**src/rtl/rs_dispatch_sched_if.sv**
```systemverilog
// Issue, CDB, flush and dispatch signals of one reservation station.
// master = issue stage / CDB / functional unit side, slave = the scheduler.
interface rs_dispatch_sched_if #(
    parameter int unsigned ENTRIES = 4,
    parameter int unsigned TAG_W   = 3,
    parameter int unsigned DATA_W  = 16,
    parameter int unsigned FUNC_W  = 4
);
    localparam int unsigned OCC_W = $clog2(ENTRIES + 1);

    logic              alloc_valid;
    logic              alloc_ready;
    logic [FUNC_W-1:0] alloc_func;
    logic [TAG_W-1:0]  alloc_rob;
    logic              alloc_rs1_b;
    logic              alloc_rs2_b;
    logic [DATA_W-1:0] alloc_rs1;
    logic [DATA_W-1:0] alloc_rs2;
    logic              cdb_valid;
    logic [TAG_W-1:0]  cdb_tag;
    logic [DATA_W-1:0] cdb_data;
    logic              flush;
    logic              disp_valid;
    logic              disp_ready;
    logic [FUNC_W-1:0] disp_func;
    logic [DATA_W-1:0] disp_op1;
    logic [DATA_W-1:0] disp_op2;
    logic [TAG_W-1:0]  disp_rob;
    logic [OCC_W-1:0]  occupancy;
    logic              full;
    logic              empty;

    modport master (
        output alloc_valid, alloc_func, alloc_rob, alloc_rs1_b, alloc_rs2_b, alloc_rs1,
               alloc_rs2, cdb_valid, cdb_tag, cdb_data, flush, disp_ready,
        input  alloc_ready, disp_valid, disp_func, disp_op1, disp_op2, disp_rob, occupancy,
               full, empty
    );

    modport slave (
        input  alloc_valid, alloc_func, alloc_rob, alloc_rs1_b, alloc_rs2_b, alloc_rs1,
               alloc_rs2, cdb_valid, cdb_tag, cdb_data, flush, disp_ready,
        output alloc_ready, disp_valid, disp_func, disp_op1, disp_op2, disp_rob, occupancy,
               full, empty
    );
endinterface

```
**src/rtl/rs_dispatch_sched.sv**
```systemverilog
// Reservation station: CDB tag wake-up, round-robin select, locked valid/ready dispatch.
// Optional same-cycle CDB bypass on allocation is enabled by defining RS_CDB_BYPASS_EN.
module rs_dispatch_sched #(
    parameter int unsigned ENTRIES = 4,
    parameter int unsigned TAG_W   = 3,
    parameter int unsigned DATA_W  = 16,
    parameter int unsigned FUNC_W  = 4
) (
    input logic                clk2,
    input logic                rst,
    rs_dispatch_sched_if.slave bus
);
    localparam int unsigned IDX_W = $clog2(ENTRIES);
    localparam int unsigned OCC_W = $clog2(ENTRIES + 1);

    logic [ENTRIES-1:0] valid_q;
    logic [ENTRIES-1:0] rdy1_q;
    logic [ENTRIES-1:0] rdy2_q;
    logic [FUNC_W-1:0]  func_q  [ENTRIES];
    logic [TAG_W-1:0]   rob_q   [ENTRIES];
    logic [TAG_W-1:0]   tag1_q  [ENTRIES];
    logic [TAG_W-1:0]   tag2_q  [ENTRIES];
    logic [DATA_W-1:0]  data1_q [ENTRIES];
    logic [DATA_W-1:0]  data2_q [ENTRIES];
    logic [IDX_W-1:0]   rr_ptr_q;
    logic [IDX_W-1:0]   lock_idx_q;
    logic               lock_valid_q;

    logic [ENTRIES-1:0] eligible;
    logic               any_elig;
    logic [OCC_W-1:0]   occ;
    logic [IDX_W-1:0]   free_idx;
    logic [IDX_W-1:0]   search_idx;
    logic [IDX_W-1:0]   sel_idx;
    logic               alloc_fire;
    logic               disp_fire;
    logic               a1_rdy;
    logic               a2_rdy;
    logic [DATA_W-1:0]  a1_data;
    logic [DATA_W-1:0]  a2_data;

    // Occupancy and lowest free slot; descending scan lets the lowest index win.
    always_comb begin
        occ      = '0;
        free_idx = '0;
        for (int i = ENTRIES - 1; i >= 0; i--) begin
            occ = occ + OCC_W'(valid_q[i]);
            if (!valid_q[i]) free_idx = IDX_W'(i);
        end
    end

    always_comb begin
        logic [IDX_W-1:0] idx;
        eligible   = valid_q & rdy1_q & rdy2_q;
        any_elig   = |eligible;
        search_idx = rr_ptr_q;
        for (int k = ENTRIES - 1; k >= 0; k--) begin
            idx = rr_ptr_q + IDX_W'(k);
            if (eligible[idx]) search_idx = idx;
        end
    end

    always_comb begin
        a1_rdy  = bus.alloc_rs1_b;
        a1_data = bus.alloc_rs1;
        a2_rdy  = bus.alloc_rs2_b;
        a2_data = bus.alloc_rs2;
`ifdef RS_CDB_BYPASS_EN
        if (!bus.alloc_rs1_b && bus.cdb_valid && bus.alloc_rs1[TAG_W-1:0] == bus.cdb_tag) begin
            a1_rdy  = 1'b1;
            a1_data = bus.cdb_data;
        end
        if (!bus.alloc_rs2_b && bus.cdb_valid && bus.alloc_rs2[TAG_W-1:0] == bus.cdb_tag) begin
            a2_rdy  = 1'b1;
            a2_data = bus.cdb_data;
        end
`endif
    end

    // A locked entry cannot lose readiness, so the lock alone keeps the offer alive.
    assign sel_idx        = lock_valid_q ? lock_idx_q : search_idx;
    assign bus.disp_valid = (lock_valid_q || any_elig) && !bus.flush;
    assign bus.disp_func  = bus.disp_valid ? func_q[sel_idx]  : '0;
    assign bus.disp_op1   = bus.disp_valid ? data1_q[sel_idx] : '0;
    assign bus.disp_op2   = bus.disp_valid ? data2_q[sel_idx] : '0;
    assign bus.disp_rob   = bus.disp_valid ? rob_q[sel_idx]   : '0;

    assign bus.occupancy   = occ;
    assign bus.full        = (occ == OCC_W'(ENTRIES));
    assign bus.empty       = (occ == '0);
    assign bus.alloc_ready = !bus.full;

    assign alloc_fire = bus.alloc_valid && bus.alloc_ready;
    assign disp_fire  = bus.disp_valid && bus.disp_ready;

    always_ff @(posedge clk2) begin
        if (rst || bus.flush) begin
            valid_q      <= '0;
            lock_valid_q <= 1'b0;
            if (rst) rr_ptr_q <= '0;
        end else begin
            if (bus.cdb_valid) begin
                for (int i = 0; i < ENTRIES; i++) begin
                    if (valid_q[i] && !rdy1_q[i] && tag1_q[i] == bus.cdb_tag) begin
                        rdy1_q[i]  <= 1'b1;
                        data1_q[i] <= bus.cdb_data;
                    end
                    if (valid_q[i] && !rdy2_q[i] && tag2_q[i] == bus.cdb_tag) begin
                        rdy2_q[i]  <= 1'b1;
                        data2_q[i] <= bus.cdb_data;
                    end
                end
            end
            if (alloc_fire) begin
                valid_q[free_idx] <= 1'b1;
                func_q[free_idx]  <= bus.alloc_func;
                rob_q[free_idx]   <= bus.alloc_rob;
                rdy1_q[free_idx]  <= a1_rdy;
                rdy2_q[free_idx]  <= a2_rdy;
                data1_q[free_idx] <= a1_data;
                data2_q[free_idx] <= a2_data;
                tag1_q[free_idx]  <= bus.alloc_rs1[TAG_W-1:0];
                tag2_q[free_idx]  <= bus.alloc_rs2[TAG_W-1:0];
            end
            if (disp_fire) begin
                valid_q[sel_idx] <= 1'b0;
                rr_ptr_q         <= sel_idx + IDX_W'(1);
                lock_valid_q     <= 1'b0;
            end else if (bus.disp_valid) begin
                lock_valid_q <= 1'b1;
                lock_idx_q   <= sel_idx;
            end
        end
    end
endmodule

```
**src/flat_wrapper.sv**
```systemverilog
// flat-port wrapper written by rule: the top's interface ports become plain ports
module rs_dispatch_sched_flat 
#(
    parameter int unsigned ENTRIES = 4,
    parameter int unsigned TAG_W   = 3,
    parameter int unsigned DATA_W  = 16,
    parameter int unsigned FUNC_W  = 4
)
  (clk2, rst, bus_alloc_valid, bus_alloc_func, bus_alloc_rob, bus_alloc_rs1_b, bus_alloc_rs2_b, bus_alloc_rs1, bus_alloc_rs2, bus_cdb_valid, bus_cdb_tag, bus_cdb_data, bus_flush, bus_disp_ready, bus_alloc_ready, bus_disp_valid, bus_disp_func, bus_disp_op1, bus_disp_op2, bus_disp_rob, bus_occupancy, bus_full, bus_empty);
  rs_dispatch_sched_if #(.ENTRIES(ENTRIES), .TAG_W(TAG_W), .DATA_W(DATA_W), .FUNC_W(FUNC_W)) bus_i ();
  input logic clk2;
  input logic rst;
  input wire logic [$bits(bus_i.alloc_valid)-1:0] bus_alloc_valid;
  input wire logic [$bits(bus_i.alloc_func)-1:0] bus_alloc_func;
  input wire logic [$bits(bus_i.alloc_rob)-1:0] bus_alloc_rob;
  input wire logic [$bits(bus_i.alloc_rs1_b)-1:0] bus_alloc_rs1_b;
  input wire logic [$bits(bus_i.alloc_rs2_b)-1:0] bus_alloc_rs2_b;
  input wire logic [$bits(bus_i.alloc_rs1)-1:0] bus_alloc_rs1;
  input wire logic [$bits(bus_i.alloc_rs2)-1:0] bus_alloc_rs2;
  input wire logic [$bits(bus_i.cdb_valid)-1:0] bus_cdb_valid;
  input wire logic [$bits(bus_i.cdb_tag)-1:0] bus_cdb_tag;
  input wire logic [$bits(bus_i.cdb_data)-1:0] bus_cdb_data;
  input wire logic [$bits(bus_i.flush)-1:0] bus_flush;
  input wire logic [$bits(bus_i.disp_ready)-1:0] bus_disp_ready;
  output wire logic [$bits(bus_i.alloc_ready)-1:0] bus_alloc_ready;
  output wire logic [$bits(bus_i.disp_valid)-1:0] bus_disp_valid;
  output wire logic [$bits(bus_i.disp_func)-1:0] bus_disp_func;
  output wire logic [$bits(bus_i.disp_op1)-1:0] bus_disp_op1;
  output wire logic [$bits(bus_i.disp_op2)-1:0] bus_disp_op2;
  output wire logic [$bits(bus_i.disp_rob)-1:0] bus_disp_rob;
  output wire logic [$bits(bus_i.occupancy)-1:0] bus_occupancy;
  output wire logic [$bits(bus_i.full)-1:0] bus_full;
  output wire logic [$bits(bus_i.empty)-1:0] bus_empty;
  assign bus_i.alloc_valid = bus_alloc_valid;
  assign bus_i.alloc_func = bus_alloc_func;
  assign bus_i.alloc_rob = bus_alloc_rob;
  assign bus_i.alloc_rs1_b = bus_alloc_rs1_b;
  assign bus_i.alloc_rs2_b = bus_alloc_rs2_b;
  assign bus_i.alloc_rs1 = bus_alloc_rs1;
  assign bus_i.alloc_rs2 = bus_alloc_rs2;
  assign bus_i.cdb_valid = bus_cdb_valid;
  assign bus_i.cdb_tag = bus_cdb_tag;
  assign bus_i.cdb_data = bus_cdb_data;
  assign bus_i.flush = bus_flush;
  assign bus_i.disp_ready = bus_disp_ready;
  assign bus_alloc_ready = bus_i.alloc_ready;
  assign bus_disp_valid = bus_i.disp_valid;
  assign bus_disp_func = bus_i.disp_func;
  assign bus_disp_op1 = bus_i.disp_op1;
  assign bus_disp_op2 = bus_i.disp_op2;
  assign bus_disp_rob = bus_i.disp_rob;
  assign bus_occupancy = bus_i.occupancy;
  assign bus_full = bus_i.full;
  assign bus_empty = bus_i.empty;
  rs_dispatch_sched #(.ENTRIES(ENTRIES), .TAG_W(TAG_W), .DATA_W(DATA_W), .FUNC_W(FUNC_W)) u_core (.clk2(clk2), .rst(rst), .bus(bus_i));
endmodule
```
**config.mk**
```make
export PLATFORM = sky130hd
export DESIGN_NAME = rs_dispatch_sched_flat
export DESIGN_NICKNAME = d
export VERILOG_FILES = /design/src/rtl/rs_dispatch_sched_if.sv /design/src/rtl/rs_dispatch_sched.sv /design/src/flat_wrapper.sv
export SDC_FILE = /design/constraint.sdc
export NUM_CORES = 1
export LEC_CHECK = 0
export ABC_AREA = 1
export CELL_PAD_IN_SITES_DETAIL_PLACEMENT = 1
export CELL_PAD_IN_SITES_GLOBAL_PLACEMENT = 1
export CORE_ASPECT_RATIO = 0.75
export CORE_MARGIN = 5
export CORE_UTILIZATION = 43
export DETAILED_ROUTE_END_ITERATION = 8
export PLACE_DENSITY_LB_ADDON = 0.1
export SLEW_MARGIN = 0
export SYNTH_ARGS = -nofsm -noshare
export SYNTH_HDL_FRONTEND = slang
export SYNTH_SLANG_ARGS = --single-unit
```
**constraint.sdc**
```tcl
create_clock -name clk2 -period 4.7 [get_ports clk2]
set_input_delay 0.94 -clock clk2 [delete_from_list [all_inputs] [get_ports clk2]]
set_output_delay 0.94 -clock clk2 [all_outputs]
set_load 0.1 [all_outputs]
```
==> results summary <==
The met1 layer wirelength in the final routing is 13570 um. The library cells used most frequently in the layout, excluding fill and tap cells, are sky130_fd_sc_hd__nand2_1 (260), sky130_fd_sc_hd__edfxtp_1 (192), sky130_fd_sc_hd__inv_1 (160), sky130_fd_sc_hd__nand3_1 (137), sky130_fd_sc_hd__o21ai_0 (134). TritonCTS built the clock tree. The summed instance area of the synthesized netlist is 0.009918 mm^2. The number of antenna-violating nets in the routed design is 0.

Row generation in the floorplan step produced 48 rows. The worst pin sits at a relative slew slack of 35.17%. The remaining design rule violation count came out at 0.

The worst hold path depth came out at 2. The starting utilization of the core area is 43.35%. Traced cell by cell, the critical path runs through inv_2, nand2_1, nand3_1, nand2_1, nand2_1, nand2_1, nand2_1, nand3_1, nand3_1, o21ai_4, buf_4, nand3_1, a21oi_1, buf_12. The utilization of the core after routing came out at 54.02%. The core area came out at 0.02288 mm^2.

The via density per instance is 5.425. The count of hold buffers inserted by post-cts repair came out at 0. Data arrives at the worst endpoint at 3240 ps. The number of post-CTS setup repair buffers is 0. After clock tree synthesis, the clock-pin slew on the worst setup and hold paths is 70 ps. The share of the cycle needed by the critical path after routing is 89.00%. The number of hold violations in the final report came out at 0. The total overflow left after global routing is 0.

The width of the die is 185.4 um. The delay of the slowest critical-path stage is 580 ps. The power per standard cell area came out at 331.8 mW/mm^2.

After synthesis, flip-flops and latches occupy 59.14% of the total area. Summed over all layers, the routed wires come to 29710 um. The via count of the first global-routing pass was 8187. Of the total power, the share spent switching nets is 29.82%. The area of the die came out at 0.02623 mm^2.

The vertical die dimension came out at 141.5 um. The clock net in this run drives a total of 197 sinks. The initial antenna violation count came out at 0.

Among cell families on the critical path, the largest total delay comes from buffers and inverters. In this run the critical register-to-register path is captured at u_core.data2_q[0][14]. The pin slew with the least headroom to its limit came out at 972.5 ps. The largest net degree at the start of global routing is 79. The most common cell after layout, fill and taps aside is sky130_fd_sc_hd__nand2_1. The required time reported for the critical path endpoint is 3760 ps. The worst hold endpoint is u_core.valid_q[0].

The gate count after technology mapping came out at 1088. The maximum operating frequency is 0.2391 GHz. The root buffer cell chosen for the clock tree is sky130_fd_sc_hd__clkbuf_16. The number of max-cap violations came out at 0.

The filler cell count is 2591. The final RePlAce weighted congestion is 0.8350. The post-layout total power is 0.004101 W.

The overall via count from detail_route came out at 8105. The cell repeated most along the worst path is sky130_fd_sc_hd__nand2_1. The worst-case IR drop observed on VDD is 0.0002047 V. The count of distinct cell types in the synthesized netlist is 37.

The post-synthesis register bit count is 197. The post-detailed-placement half-perimeter wirelength came out at 19900 um. The register-to-register setup slack came out at 1160 ps. After detailed routing, the met2 layer carries 14110 um of wire. The critical-path maximum fanout came out at 42.

The worst setup path category is reg2out. The total negative slack came out at 0 ps. The static power due to leakage is 5.120 nW. The number of gates given a new drive strength after cts came out at 0.

The top layer reached by signal wires is met4. Summed over all nets, the switching power comes to 0.001223 W. The number of H-tree levels came out at 4. The portion of total power attributed to combinational logic is 18.1%. Before antenna repair, the detailed router went through 5 iterations. The worst register-to-register path begins at u_core.valid_q[3]. The most critical setup path has its startpoint at u_core.rr_ptr_q[0]. The total global-route track usage is 22.93%. The tightest min-delay check is of the reg2reg type. The slowest stage of the critical path is the sky130_fd_sc_hd__edfxtp_1 cell. The detailed-routed wire length on met3 is 1611 um. The number of nets in the final layout came out at 1252. The number of nets in the synthesized netlist came out at 1159. In the final layout, the multi-input gates occupy 0.003241 mm^2. In the final routed layout, each cell accounts on average for 19.89 um. For this run, the leading register cell type out of synthesis is sky130_fd_sc_hd__edfxtp_1. The wire length of the first global-routing pass came out at 46080 um. Setup violations remaining at the end of the flow were counted as 0.

The sequential standard cell area came out at 0.005866 mm^2. The worst setup path is captured at an output pin. The number of buffers and inverters on the critical path is 3. The DRC marker count from the first detailed-route iteration came out at 640. The post-synthesis to final-layout area growth came out at 24.62%. The clock passes through at most 2 buffers. The worst setup path is launched from a flop. The clock network fraction of design power came out at 34.0%.

The number of buffer cells added on primary ports is 111. During synthesis, Yosys emitted a total of 0 warnings. The startpoint identified for the worst hold timing path is u_core.valid_q[0]. The number of pins with negative max-slew slack in the final report is 0.

The worst path in the final design needs a cycle of 4183 ps, including I/O delays and setup. Setup repair after global routing left no endpoint under its margin. The run finished with clean final reports.

The clock insertion delay at the later pin of the skew report came out at 460 ps. The number of clock buffers inserted by TritonCTS came out at 17. Between clock sinks in the finished design, the worst skew comes to 12.02 ps.

The length in cells of the worst reg-to-reg path came out at 14. The number of enable-type register cells in the synthesized netlist came out at 192. The cell-internal power is 0.002878 W. The sequential fraction of design power came out at 47.9%.

The share of cells above drive strength 1 is 11.73%. The repair_antennas step left the layout with diodes totalling 0. The average cell area after synthesis is 9.116 um^2. The number of placed I/O pins came out at 112. The share of flip-flops with an asynchronous set or reset is 0%.
[layout make-up]
cell class	instances	share of cell area, %
multi-input combinational	665	26.22
sequential	197	47.45
clock inverter	13	0.9616
tap	300	3.037
inverter	164	4.980
clock buffer	19	3.502
timing repair buffer	136	13.85
[power by group through the flow]
stage	clock [W]	sequential [W]	combinational, W
finish	0.00140	0.00196	0.000741
global route	0.00149	0.00197	0.000815
CTS	0.00142	0.00196	0.000748
detailed placement	0	0.00200	0.000744
global placement	0	0.00200	0.000729
floorplan	0	0.00200	0.000482
[state kept, by name, summed over array words and instances (netlist names)]
signal and flops:
u_core.tag1_q 12, u_core.tag2_q 12, u_core.rdy2_q 4, u_core.func_q 16, u_core.lock_valid_q 1, u_core.rdy1_q 4, u_core.lock_idx_q 2, u_core.rob_q 12
u_core.rr_ptr_q 2, u_core.data2_q 64, u_core.valid_q 4, u_core.data1_q 64
[synthesized netlist by cell type (all sizes together) (5+ instances only)]
| library cell | instances | area share, % |
|---|---|---|
| a21oi | 47 | 2.4 |
| buf | 20 | 1.3 |
| clkbuf | 42 | 1.6 |
| dfxtp | 5 | 1.0 |
| edfxtp | 192 | 58 |
| inv | 163 | 6.2 |
| nand2 | 263 | 10 |
| nand3 | 140 | 7.2 |
| nand4 | 6 | 0.38 |
| nor2 | 23 | 0.87 |
| o21ai | 140 | 7.1 |
| or2 | 7 | 0.44 |
| xnor2 | 7 | 0.62 |
[worst max path at each step]
stage                     depth (start not counted)  slack, ps               end
final                                            14        520   bus_disp_op1[1]
after global routing                             13        200  bus_disp_func[3]
after CTS                                        13        500  bus_disp_op1[10]
after detailed placement                          6        800  bus_disp_op1[10]
after global placement                            6        840  bus_disp_op1[10]
after floorplan                                   6         10         bus_empty
[worst register-to-register path, cell delays in order, from the launching register on]
cell	delay [ps]
sky130_fd_sc_hd__dfxtp_1	470
sky130_fd_sc_hd__inv_1	100
sky130_fd_sc_hd__ha_1	280
sky130_fd_sc_hd__inv_1	60
sky130_fd_sc_hd__fa_2	370
sky130_fd_sc_hd__ha_2	350
sky130_fd_sc_hd__inv_1	50
sky130_fd_sc_hd__nand3_2	70
sky130_fd_sc_hd__nand2_1	170
sky130_fd_sc_hd__inv_1	170
sky130_fd_sc_hd__nand2_1	110
sky130_fd_sc_hd__nor2_2	130
sky130_fd_sc_hd__inv_1	380
sky130_fd_sc_hd__o21ai_2	160
sky130_fd_sc_hd__buf_4	340
[through the flow]
stage / area, um^2 / hold slack, ps / setup slack, ps / instances
6_report: 12360 / 635.3 / 516.8 / 1494
5_1_grt: 12360 / 687.6 / 201.8 / 1494
4_1_cts: 12360 / 644.3 / 496.3 / 1494
3_5_place_dp: 11810 / 634.5 / 802.3 / 1462
3_3_place_gp: 11810 / 618.7 / 840.9 / 1462
2_1_floorplan: 9976 / 565.7 / 11.92 / 1088
[routing by layer]
layer	vias to the layer above	track usage, %
met5	-	0
met3	32	4.869
met1	4025	32.64
met4	0	4.595
met2	210	36.67
li1	3838	-
[logic make-up (layout without fill, tap and decap cells)]
logic type / Yosys count / after routing / synth area share [%]
simple gates: 447 / 447 / 19.40
xor+xnor: 11 / 11 / 1.047
fa+ha+maj: 5 / 5 / 0.7065
buf+inv: 226 / 332 / 9.095
compound gates: 202 / 202 / 10.61
flops: 197 / 197 / 59.14
(Power assumes the default switching activity.)
